## src/rtl/imem_loader.sv

```systemverilog
// Program loader and instruction-memory port arbiter: streams words into the
// memory over a valid/ready handshake, then hands the address port to the core.
module imem_loader #(
  parameter int DEPTH = 64,
  parameter int CW    = $clog2(DEPTH + 1)
) (
  input  logic          clk,
  input  logic          rst_n,
  input  logic          start,
  input  logic          ld_valid,
  input  logic [31:0]   ld_data,
  input  logic          ld_last,
  output logic          ld_ready,
  input  logic [31:0]   core_pc,
  output logic          core_run,
  output logic [31:0]   mem_a,
  output logic          mem_we,
  output logic [31:0]   mem_wd,
  output logic [CW-1:0] count,
  output logic          done,
  output logic          err,
  output logic [1:0]    dbg_state
);

  // Handshake: a word transfers on a rising edge where ld_valid && ld_ready;
  // ld_data/ld_last are sampled only then, and ld_valid may be held across
  // consecutive edges to transfer one word per cycle.
  typedef enum logic [1:0] {
    S_IDLE = 2'd0,
    S_LOAD = 2'd1,
    S_DONE = 2'd2,
    S_ERR  = 2'd3
  } state_t;

  state_t        r_state;
  logic [CW-1:0] r_ptr;
  logic [CW-1:0] r_count;
  logic          r_ld_ready;
  logic          r_core_run;
  logic          r_we;
  logic [31:0]   r_wa;
  logic [31:0]   r_wd;
  logic          r_done;
  logic          r_err;

  logic          w_accept;
  logic          w_at_end;
  logic [31:0]   w_ptr_byte;

  assign w_accept   = ld_valid && r_ld_ready;
  assign w_at_end   = (r_ptr == CW'(DEPTH - 1));
  assign w_ptr_byte = 32'(r_ptr) << 2;

  always_ff @(posedge clk or negedge rst_n) begin
    if (!rst_n) begin
      r_state    <= S_IDLE;
      r_ptr      <= '0;
      r_count    <= '0;
      r_ld_ready <= 1'b0;
      r_core_run <= 1'b0;
      r_we       <= 1'b0;
      r_wa       <= '0;
      r_wd       <= '0;
      r_done     <= 1'b0;
      r_err      <= 1'b0;
    end else begin
      r_we <= 1'b0;
      if (r_state != S_LOAD && start) begin
        // Every (re)load starts from word 0 with the core held off.
        r_state    <= S_LOAD;
        r_ld_ready <= 1'b1;
        r_core_run <= 1'b0;
        r_ptr      <= '0;
        r_count    <= '0;
        r_done     <= 1'b0;
        r_err      <= 1'b0;
      end else begin
        case (r_state)
          S_LOAD: begin
            if (w_accept) begin
              r_we    <= 1'b1;
              r_wa    <= w_ptr_byte;
              r_wd    <= ld_data;
              r_ptr   <= r_ptr + CW'(1);
              r_count <= r_count + CW'(1);
              if (ld_last) begin
                r_state    <= S_DONE;
                r_ld_ready <= 1'b0;
                r_done     <= 1'b1;
              end else if (w_at_end) begin
                // Memory is full and more words are coming: stop accepting.
                r_state    <= S_ERR;
                r_ld_ready <= 1'b0;
                r_err      <= 1'b1;
              end
            end
          end
          S_DONE: begin
            // Released one cycle after entry, so the final write completes first.
            r_core_run <= 1'b1;
          end
          default: begin
            r_core_run <= 1'b0;
          end
        endcase
      end
    end
  end

  assign mem_a     = r_core_run ? core_pc : r_wa;
  assign ld_ready  = r_ld_ready;
  assign core_run  = r_core_run;
  assign mem_we    = r_we;
  assign mem_wd    = r_wd;
  assign count     = r_count;
  assign done      = r_done;
  assign err       = r_err;
  assign dbg_state = r_state;

endmodule

```

## config.mk

```make
export PLATFORM = sky130hd
export DESIGN_NAME = imem_loader
export DESIGN_NICKNAME = d
export VERILOG_FILES = /design/src/rtl/imem_loader.sv
export SDC_FILE = /design/constraint.sdc
export NUM_CORES = 1
export LEC_CHECK = 0
export CAP_MARGIN = 25
export CORE_MARGIN = 1.5
export CORE_UTILIZATION = 41
export CTS_CLUSTER_DIAMETER = 150
export CTS_CLUSTER_SIZE = 12
export DETAILED_ROUTE_END_ITERATION = 16
export GPL_TIMING_DRIVEN = 0
export HOLD_SLACK_MARGIN = 0.08
export PLACE_DENSITY_LB_ADDON = 0.2
export SYNTH_ARGS = -nofsm -noshare
export SYNTH_HDL_FRONTEND = slang
export SYNTH_SLANG_ARGS = --single-unit
```

## constraint.sdc

```tcl
create_clock -name clk -period 4 [get_ports clk]
set_input_delay 1 -clock clk [delete_from_list [all_inputs] [get_ports clk]]
set_output_delay 1 -clock clk [all_outputs]
set_load 0.02 [all_outputs]
```

==> results.md <==
- The weighted congestion reported at the end of routability-driven placement is 0.801.
- The count of final max-slew check failures is 0.
- The synthesized-area fraction occupied by and/or/nand/nor cells is 0.298.
- In this run the tightest slew margin relative to its limit is 0.429.
- The via count of the first global-routing pass is 2433.
- The floorplan step defined a core boundary enclosing 6060 um2.
- Relative to the synthesized area, the layout overhead comes to 66.3%.
- The post-route DRC violation count is 0.
- The critical path class is input port to output port.
- The final worst-path cycle share is 0.808.
- For the pin with the worst max-slew slack, the measured transition is 0.856 ns.
- Once detail routing completed, the nets flagged for antenna violations numbered 0.
- The sum of net half-perimeters after detailed placement is 5.44 mm.
- The xor/xnor share of the synthesized area is 0.0167.
- The fraction of final layout cells with drive strength greater than 1 is 0.0733.
- The initial standard-cell utilization of the core is 0.433.
- The insertion delay to the later sink of the worst-skew pair is 0.33 ns.
- Entering global routing, the biggest net connects 37 pins.
- The die outline height is 83.0 um.
- Between clock sinks in the finished design, the worst skew comes to 0.00611 ns.
- The most frequently used cell type in the post-synthesis netlist is nand2_1.
- At the worst endpoint, the arrival time is 2.23 ns.
- The most used flip-flop cell after synthesis is dfrtp_1.
- Yosys printed 0 warnings.
- After filler insertion, the fill cell instance count of the layout stands at 474.
- In this run the worst path has a maximum fanout of 1.
- The fraction of registers with async set or reset after synthesis is 1.00.
- Counting flops with a built-in enable in the synthesized netlist gives 0.
- The synthesized area per cell is 9.14 um2.
- The number of sinks on the clock net is 60.
- The detailed router placed 2454 vias in this run.
- CTS built an H-tree with a depth of 3.
- In this run, post-CTS repair resized a total of 0 instances.
- The initialized floorplan defines 28 standard-cell rows.
- The fraction of the mapped netlist area in compound gates came to 0.0377.
- Summed over all layers, the global routing overflow is 0.
- The maximum number of buffers from clock root to sink is 2.
- The number of nets in the synthesized netlist is 358.
- The signal on the critical path passes through clkdlybuf4s50_1 -> mux2_2 -> clkdlybuf4s50_1.
- The net total in the final layout is 516.
- On the worst path, the slowest cell contributes a delay of 0.54 ns.
- The sequential cells in the finished layout cover a total of 1500 um2.
- The share of synthesized area in the top cell type comes to 0.573.
- After clock tree synthesis, the clock-pin slew on the worst setup and hold paths is 0.06 ns.
- The count of pins on the block boundary is 147.
- The detailed router finished its first iteration with 129 violations.
- The number of buffers inserted by port buffering is 146.
- The worst path required time is 3.00 ns.
- The capturing element type of the critical path is an output port.
- The cell occurring most often along the worst timing path is clkdlybuf4s50_1.
- Summed over all cells, the static leakage comes to 0.00206 uW.
- The flow ran to the end, and the final reports show no timing, DRC or antenna violations.
- Across the run, the number of max-cap violations was 0.
- Across the VDD grid, the largest voltage drop is 0.451 mV.
- The routed design has 7.18 mm of wire.
- The worst setup path is launched from an input port.
- The wire length of the first global-routing pass is 12.3 mm.
- The number of buffers inserted for hold repair after clock tree synthesis is 0.
- Subtracting the final worst setup slack from the clock period gives 3.23 ns.
- The post-synthesis adder-cell area fraction is 0.00954.
- TritonCTS built the clock tree.
- The flop and latch count out of synthesis is 60.
- Before CTS, the worst setup slack after placement is 0.766 ns.
- For this design the ratio of total power to cell area is 644 nW/um2.
- The tightest min-delay check is of the register to register type.
- The die area is 6880 um2.
- The share of the yosys chip area belonging to registers is 0.573.
- The dominant combinational cell family by area after synthesis is simple AND/OR/NAND/NOR gates.
- The area occupied by multi-input gates is 1040 um2.
- The length of the first detailed-routing pass in iterations is 4.
- The antenna diode instance count is 0.
- The proportion of synthesized area in mux cells is 0.0339.
- The instance count of the mapped netlist is 287.
- Of all cell types, the one taking the most synthesized area is dfrtp_1.
- TritonCTS created 9 clock buffers.
- The maximum clock frequency is 0.309 GHz.
- In the global route stage, overall resource usage came out at 0.220.
- The final hold violation count was 0.
- Dividing the detail-routed wire length by the instance count gives 13.7 um.
- The total setup violations reported at the end of the flow is 0.
- By area the synthesized netlist is led by dfrtp_1 57%, nand2_1 19%, and2_1 6.2%.
- The final standard cell utilization of the core is 0.720.
- The number of different library cells used by synthesis comes to 29.
- After clock tree synthesis, the setup repair step added 0 buffers.
- The number of vias per cell is 4.67.
- The number of antenna violations at the first check in global routing is 0.
- Once routing completed, OpenROAD measured the worst setup slack at 0.768 ns.
- The slowest library cell on the worst path is clkdlybuf4s50_1.
- The die is 83.0 um wide.
- Setup repair after global routing left no endpoint under its margin.
- The cell area after technology mapping is 2620 um2.
- Ranked by instance count, the synthesized netlist is headed by 130 x nand2_1, 60 x dfrtp_1, 26 x and2_1, 9 x clkbuf_1, 8 x nor2_1.
- The root buffer cell is clkbuf_8.
[kinds of logic after synthesis]
family | Yosys count
XOR/XNOR | 5
AND/OR/NAND/NOR | 179
multiplexers | 8
AO/OA/AOI/OAI | 16
flip-flops | 60
adder cells (fa/ha/maj) | 2
buffers and inverters | 17
[critical path: cells and delay by family]
kind                   cells  cell delay (ns)
buffers and inverters      2             0.95
muxes                      1             0.28
[report_power, final]
part / internal [uW] / switching, uW / leakage, uW
clock network: 237 / 229 / 0.0000889
logic: 649 / 748 / 0.00120
registers: 817 / 129 / 0.000770
total: 1700 / 1110 / 0.00206
[stage by stage]
stage                     TNS [ns]  instance area (um2)  instances  total power (uW)  hold slack, ns
after floorplan                  0                 2620        287              1660           0.442
after global placement      -0.276                 4180        508              2320           0.456
after detailed placement         0                 4190        509              2370           0.461
after CTS                        0                 4360        525              2840           0.478
after global routing             0                 4360        525              3000           0.498
final                            0                 4360        525              2810           0.470
[placed cells by master (no fill, tap or decap), drive strengths merged, types with 2 or more instances in the layout]
cell type / n
nor2: 8
o31ai: 2
o21a: 2
xor2: 4
o21ai: 7
nand2: 130
dfrtp: 60
clkbuf: 20
mux2: 7
nand4: 4
a21oi: 2
and2: 26
buf: 8
nand3: 5
ha: 2
a22o: 2
clkinv: 5
clkdlybuf4s50: 145
[path summary, 6_finish.rpt]
path                               from    endpoint  slack, ns  depth (start not counted)
setup / recovery             core_pc[6]    mem_a[6]       0.77                          3
hold / removal               mem_wd[20]  mem_wd[20]       0.47                          2
setup reg to reg           dbg_state[0]    r_ptr[2]       2.38                          6
hold reg to reg              mem_wd[20]  mem_wd[20]       0.47                          2
max in group asynchronous         rst_n     r_wa[8]       2.59                          2
min in group asynchronous         rst_n    count[5]       0.78                          1
[sequential cells by signal, indices dropped and copies added, names as in the netlist]
signal and cells:
dbg_state 2, err 1, done 1, core_run 1, ld_ready 1, mem_wd 32
mem_we 1, r_ptr 7, count 7, r_wa 7
[final cells by class]
cell class                      count  area share
Buffer                             15      0.0161
Clock buffer                       11      0.0324
Clock inverter                      5     0.00631
Inverter                            2     0.00287
Multi-Input combinational cell    210       0.238
Sequential cell                    60       0.344
Tap cell                           75      0.0215
Timing Repair Buffer              147       0.338
[routing by layer]
metal,up-vias,global-route usage,wire [um]
li1,1222,-,-
met1,1120,0.281,3130
met2,102,0.367,3460
met3,10,0.0577,496
met4,0,0.0682,97
met5,-,0,0
(Power assumes the default switching activity.)
